===== src/rtl/door_controller.sv =====
// door_controller: door sequencing FSM timed by door_clk ticks, gating car motion
module door_controller #(
  parameter int TRAVEL_TICKS = 1,
  parameter int OPEN_TICKS   = 2,
  parameter int MAX_REOPEN   = 3
) (
  input  logic       clk,
  input  logic       rst_n,
  input  logic       door_clk,
  input  logic       open_req,
  input  logic       obstruction,
  input  logic       weight_limit_exceeded,
  output logic       timer_restart,
  output logic       door_open,
  output logic       door_closed,
  output logic       motion_enable,
  output logic       reopen_limit,
  output logic [1:0] door_state
);
  localparam logic [1:0] CLOSED     = 2'b00;
  localparam logic [1:0] OPENING    = 2'b01;
  localparam logic [1:0] OPEN       = 2'b10;
  localparam logic [1:0] CLOSING    = 2'b11;
  localparam logic [7:0] TRAVEL     = 8'(TRAVEL_TICKS);
  localparam logic [7:0] DWELL      = 8'(OPEN_TICKS);
  localparam logic [3:0] REOPEN_MAX = 4'(MAX_REOPEN);
  logic [1:0] r_state, w_next;
  logic [7:0] r_cnt, w_cnt, w_cnt_inc;
  logic [3:0] r_reopen, w_reopen;
  logic       r_door_clk_q, w_tick, w_dwell_restart, w_entry;
  logic       r_timer_restart, r_door_open, r_door_closed, r_motion_enable, r_reopen_limit;
  logic       w_timer_restart, w_door_open, w_door_closed, w_motion_enable, w_reopen_limit;
  assign w_tick    = door_clk & ~r_door_clk_q;
  assign w_cnt_inc = r_cnt + 8'd1;
  assign w_entry   = w_next != r_state;
  // State, tick counter, reopen counter and door_clk edge history
  always_ff @(posedge clk or negedge rst_n) begin
    if (!rst_n) begin
      r_state      <= CLOSED;
      r_cnt        <= '0;
      r_reopen     <= '0;
      r_door_clk_q <= 1'b0;
    end else begin
      r_state      <= w_next;
      r_cnt        <= w_cnt;
      r_reopen     <= w_reopen;
      r_door_clk_q <= door_clk;
    end
  end
  // Next state; the tick counter restarts on every state entry and on a dwell restart
  always_comb begin
    w_next          = r_state;
    w_cnt           = r_cnt;
    w_reopen        = r_reopen;
    w_dwell_restart = 1'b0;
    case (r_state)
      CLOSED:  w_next = open_req ? OPENING : CLOSED;
      OPENING: begin
        if (w_tick) begin
          w_cnt  = w_cnt_inc;
          w_next = (w_cnt_inc == TRAVEL) ? OPEN : OPENING;
        end
      end
      OPEN: begin
        if (!weight_limit_exceeded) begin
          if (open_req) begin
            w_dwell_restart = 1'b1;
          end else if (w_tick) begin
            w_cnt  = w_cnt_inc;
            w_next = (w_cnt_inc == DWELL) ? CLOSING : OPEN;
          end
        end
      end
      CLOSING: begin
        if (obstruction || weight_limit_exceeded) begin
          w_next = OPENING;
        end else if (open_req && r_reopen < REOPEN_MAX) begin
          w_next   = OPENING;
          w_reopen = r_reopen + 4'd1;
        end else if (w_tick) begin
          w_cnt = w_cnt_inc;
          if (w_cnt_inc == TRAVEL) begin
            w_next   = CLOSED;
            w_reopen = '0;
          end
        end
      end
    endcase
    if (w_entry || w_dwell_restart) w_cnt = '0;
  end
  // Output values as they will look once the next state is registered
  always_comb begin
    w_timer_restart = w_entry | w_dwell_restart;
    w_door_open     = w_next == OPEN;
    w_door_closed   = w_next == CLOSED;
    w_motion_enable = (w_next == CLOSED) & ~weight_limit_exceeded;
    w_reopen_limit  = w_reopen == REOPEN_MAX;
  end
  // Registered outputs
  always_ff @(posedge clk or negedge rst_n) begin
    if (!rst_n) begin
      r_timer_restart <= 1'b0;
      r_door_open     <= 1'b0;
      r_door_closed   <= 1'b1;
      r_motion_enable <= 1'b1;
      r_reopen_limit  <= 1'b0;
    end else begin
      r_timer_restart <= w_timer_restart;
      r_door_open     <= w_door_open;
      r_door_closed   <= w_door_closed;
      r_motion_enable <= w_motion_enable;
      r_reopen_limit  <= w_reopen_limit;
    end
  end
  assign timer_restart = r_timer_restart;
  assign door_open     = r_door_open;
  assign door_closed   = r_door_closed;
  assign motion_enable = r_motion_enable;
  assign reopen_limit  = r_reopen_limit;
  assign door_state    = r_state;
endmodule

===== config.mk =====
export PLATFORM = sky130hd
export DESIGN_NAME = door_controller
export DESIGN_NICKNAME = d
export VERILOG_FILES = /design/src/rtl/door_controller.sv
export SDC_FILE = /design/constraint.sdc
export NUM_CORES = 1
export LEC_CHECK = 0
export ABC_AREA = 1
export ABC_CLOCK_PERIOD_IN_PS = 3430
export BUFFER_PORTS_ARGS = -buffer_cell sky130_fd_sc_hd__buf_2
export CAP_MARGIN = 0
export CORE_AREA = 2 2 49 51
export CTS_CLUSTER_SIZE = 24
export DETAILED_ROUTE_END_ITERATION = 12
export DIE_AREA = 0 0 51 53
export PLACE_DENSITY = 0.83
export SLEW_MARGIN = 20
export SYNTH_ARGS = -nofsm -noshare
export SYNTH_HDL_FRONTEND = slang
export SYNTH_SLANG_ARGS = --single-unit
export TNS_END_PERCENT = 1

===== constraint.sdc =====
create_clock -name clk -period 3.43 [get_ports clk]
set_input_delay 0.1715 -clock clk [delete_from_list [all_inputs] [get_ports clk]]
set_output_delay 0.1715 -clock clk [all_outputs]
set_load 0.01 [all_outputs]

Word level (Yosys, flattened, before mapping) --
Cells that the tools add are included. W data, S select, Z words.
Word-level totals: output and inout port bits 7, flip-flop bits (word level) 20, word-level logic and storage cells 63
Operators by class: reduce and logical (&&, ||, !) cells 7, eq/ne operators 12, magnitude comparators 1, $add $sub $neg 2, multiplexer cells 27, bitwise logic cells 5
Operators by type and width (number):
- $mux W8 | 6
- $pmux W8 S3 | 1
- $mux W4 | 5
- $mux W2 | 9
- $ne A3 B3 Y1 const B | 4
- $add A8 B1 Y8 const B | 1
- $eq A8 B1 Y1 const B | 1
- $eq A8 B2 Y1 const B | 1
- $pmux W2 S4 | 1
- $eq A2 B2 Y1 const B | 3
- $mux W1 | 5
- $reduce_and A5 Y1 | 1
- $add A4 B1 Y4 const B | 1
- $eq A4 B2 Y1 const B | 1
- $logic_not A2 Y1 | 2
- $lt A4 B2 Y1 const B | 1
- $reduce_bool A4 Y1 | 1
- $and A1 B1 Y1 | 2
- $eq A2 B1 Y1 const B | 1
- $logic_or A1 B1 Y1 | 2
- $ne A2 B2 Y1 | 1
- $not A1 Y1 | 2
- $logic_and A1 B1 Y1 | 1
- $or A1 B1 Y1 | 1

Logic depth before layout (Yosys ltp) --
depth in word-level cells 11, mapped depth 14, depth with buffers taken out 14

Worst setup path before layout --
OpenSTA, ideal clock, no wires.
path kind register to register, start reg r_cnt[0], end reg r_cnt[4], stages on the path, launching flop included 14, setup time 78 ps, buffers on the path 0, path slack 1584 ps, arrival time 1768 ps, cell sequence dfrtp_1 -> ha_1 -> nand3_1 -> nor2_1 -> nand2_1 -> nand2_1 -> nand2_1 -> nor2_2 -> nand3_2 -> nand2_1 -> nand2_2 -> nand3_4 -> nand4_4 -> o21ai_1
Between the ends: word-level cells in the longest chain between the ends 11, elaborated cells between the ends (all ways) 29
Ends and longest elaborated chain:
- start, declared | RTL line 28 | logic [7:0] r_cnt, w_cnt, w_cnt_inc;
- start signal, assigned | RTL line 45 | r_cnt <= w_cnt;
- $add A8 B1 Y8 * | RTL line 34 | assign w_cnt_inc = r_cnt + 8'd1;
- $eq A8 B1 Y1 / $eq A8 B2 Y1 (equally long branches) | RTL line 61, 82, 70
- $mux W2 / $mux W1 (equally long branches) | RTL line 82, 70
- $mux W2 (on tied branches) | RTL line 80, 68
- $mux W2 (on tied branches) | RTL line 77, 66
- $mux W2 (on tied branches) | RTL line 75, 65
- $pmux W2 S4 | RTL line 56 | case (r_state)
- $ne A2 B2 Y1 | RTL line 35 | assign w_entry = w_next != r_state;
- $logic_or A1 B1 Y1 | RTL line 89 | if (w_entry || w_dwell_restart) w_cnt = '0;
- $ne A3 B3 Y1 (no source line) / $reduce_bool A4 Y1 (equally long branches)
- $reduce_and A5 Y1 (no source line)
Mark *: on every way between the ends. The rest lies on a longest branch, timed or not. The select of a mux whose other input is x is not followed. A chain may end at the register's enable or synchronous reset.

Worst setup path after layout --
start reg r_cnt[0], end reg r_cnt[6]
The elaborated chain is that of the path after synthesis.

==> flow_summary.ini <==
[floorplanning]
io_pins = 13
core.rowCount = 17
die_height_um = 53
floorplan.initialDensity = 0.575
die_area_sq_um = 2700
floorplan.die.width_um = 51
placeable_core_region_sq_um = 2150

[worst_setup_path]
reg2reg_path_depth = 13
crit_path_start_kind = register
critPathRequiredTime_ns = 3.66
kind_of_critical_path = register to register
crit_path_max_fanout = 10
ff2ff_setup_slack_ns = 1.25
end_kind = register
cp_common_cell = nand2_1
worstPathCellList = ha_1 -> nand2_1 -> nor2_1 -> nand2_1 -> nand2_1 -> nand2_1 -> nand2_1 -> nor2_2 -> nand3_2 -> inv_2 -> a21oi_4 -> nand4_4 -> o21ai_1
crit_path_top_delay_cell = dfrtp_1
worstPathArrival_ns = 2.41
delay_of_the_slowest_critical_path_stage_ns = 0.48

[pwr]
vdd.ir_drop.worst_mv = 0.446
p_clk_frac = 0.171
cellPowerDensity_nw_per_um2 = 566
leakage_uw = 0.000693
p_total_uw = 785
power.switching_uw = 321
internal-power_uw = 465
power_frac_seq = 0.433
swShare = 0.408
combPwrFrac = 0.396

[clock_network]
htree_num_levels = 1
bufs_on_longest_clock_path = 2
tritoncts = done
root_buffer = clkbuf_4
clock_latency_ns = 0.30
cts-hold-fix-buffers = 2
cts_resized = 0
cts_sinks = 20
numCtsBuffers = 3
cts.repair_timing.setup_buffer_count = 0
worst_path_clk_slew_ns = 0.11

[grt]
grt_usage = 0.208
globalRoute.totalOverflow = 0
met3_usage = 0.0169
gr-max-usage-layer = met2
maximum_number_of_pins_on_one_net_before_global_route_repair = 21
grt_antenna_before_repair = 0
vias_in_the_first_global_route = 1020
grt_first_pass_wirelength_um = 4200
gr-usage-met1 = 0.261
use_met2 = 0.366

[sta]
tightestPinTransition_ns = 0.422
setup_viol_count_final = 0
totalNegativeSetupSlack_ns = 0
fin_crit_share = 0.635
finalMaxSlewViolations = 0
fmax_mhz = 459
clock-skew-final_ns = 0.00463
finalHoldViolations = 0
slew-limit-headroom = 0.719
rsz0062_at_grt = no
shortest_period_the_worst_path_allows_ns = 2.18

[place]
place.gp.congestion = 0.893
buffer_ports.inserted = 12
place_hpwl_um = 1920

[logic_synthesis]
yosysWarningCount = 0
synth.top_cell.area_share = 0.364
syn_area_sq_um = 1240
area_contributors_post_synth = dfrtp_1 (36%), nand2_1 (14%), inv_1 (8.5%), nor2_1 (6.1%), dfstp_2 (4.3%)
yosys_register_bits = 20
syn-mean-instance-area_sq_um = 7.49
synth_seq_area_share = 0.407
synth.lib_cells_used.distinct = 25
synthCells = 165
synthesized_nets = 175
yosys.area.top_type = dfrtp_1

[route]
post_drt_wl_per_cell_um = 11.3
via_per_inst = 5.18
drcViolationCount = 0
routed-via-count = 1094
antenna_left = 0
iteration_0_drc_count_of_the_detailed_router = 35
wirelength_um = 2390
first_pass_iters = 4

[flow_run]
cap_viol_max_count = 0

[worst_hold_path]
worst_hold_path_type = primary input to register
hold_path_depth = 2

[cells_and_area]
final.fill_count = 177
most_common_library_cell_in_the_layout_ignoring_fill_and_taps = nand2_1
nets = 194
areaGrowthSynthToFinish_pct = 12.2
layout_common_cells = nand2_1 (47), inv_1 (28), nor2_1 (20)
antenna_cells = 0
post_route_cells_drive_above_1_share = 0.191

[status]
status = finished clean
-- registers in the layout, summed over array words and instances, names as in the netlist --
name	flops
motion_enable	1
door_open	1
door_closed	1
door_state	2
reopen_limit	1
r_reopen	4
r_cnt	8
r_door_clk_q	1
timer_restart	1
-- critical path, delay by kind of cell (launching register included) --
family | cells | cell delay [ns]
fa+ha+maj | 1 | 0.25
simple gates | 9 | 0.88
flops | 1 | 0.48
buf+inv | 1 | 0.06
compound gates | 2 | 0.45
-- power by group through the flow --
stage / combinational, uW / clock, uW / sequential, uW
5_1_grt: 356 / 142 / 348
4_1_cts: 313 / 136 / 340
3_5_place_dp: 309 / 0 / 345
2_1_floorplan: 211 / 0 / 354
3_3_place_gp: 296 / 0 / 341
6_report: 311 / 135 / 340
-- through the flow --
step	cells	cell area (sq um)	util	setup slack, ns	hold WS (ns)
after global placement	205	1330	0.620	1.39	0.124
after floorplan	165	1240	-	1.58	-0.124
final	211	1390	0.646	1.25	0.0333
after detailed placement	205	1330	0.620	1.28	0.132
after CTS	211	1390	0.646	1.27	0.0366
after global routing	211	1390	0.646	1.03	0.0487
-- Yosys cell counts --
master / n
nand2_1: 47
inv_1: 28
nor2_1: 20
dfrtp_1: 18
nand3_1: 9
nand4_1: 8
ha_1: 4
o21ai_1: 4
o21ai_2: 4
nor2_2: 3
dfstp_2: 2
inv_2: 2
nand2_2: 2
nor3_1: 2
o21ai_0: 2
a21oi_1: 1
a21oi_4: 1
a22o_1: 1
a22oi_1: 1
nand3_2: 1
nand3_4: 1
nand4_4: 1
nor2_4: 1
nor3b_2: 1
o211ai_1: 1
-- layer usage --
layer | share of wire | vias to the layer above
li1 | - | 557
met1 | 0.45 | 503
met2 | 0.50 | 29
met3 | 0.037 | 5
met4 | 0.017 | 0
met5 | 0 | -
-- kinds of logic after synthesis --
kind of cell	after synthesis	share of synthesized area
AO/OA/AOI/OAI	15	0.0891
AND/OR/NAND/NOR	96	0.372
adder cells (fa/ha/maj)	4	0.0405
buffers and inverters	30	0.0911
flip-flops	20	0.407
-- path summary, 6_finish.rpt --
kind,from,endpoint
setup / recovery,r_cnt[0],r_cnt[6]
hold / removal,weight_limit_exceeded,motion_enable
setup reg to reg,r_cnt[0],r_cnt[6]
hold reg to reg,r_reopen[3],r_reopen[3]
max in group asynchronous,rst_n,door_closed
min in group asynchronous,rst_n,door_state[0]
-- layout make-up --
class / instances / area [sq um] / area share
multi-input cells: 115 / 621 / 0.447
flip-flops and latches: 20 / 503 / 0.362
inverters: 30 / 113 / 0.0812
well taps: 28 / 35.0 / 0.0252
repair buffers: 14 / 80.1 / 0.0577
clock buffers: 4 / 36.3 / 0.0261
Power figures use the tool's default switching activity.
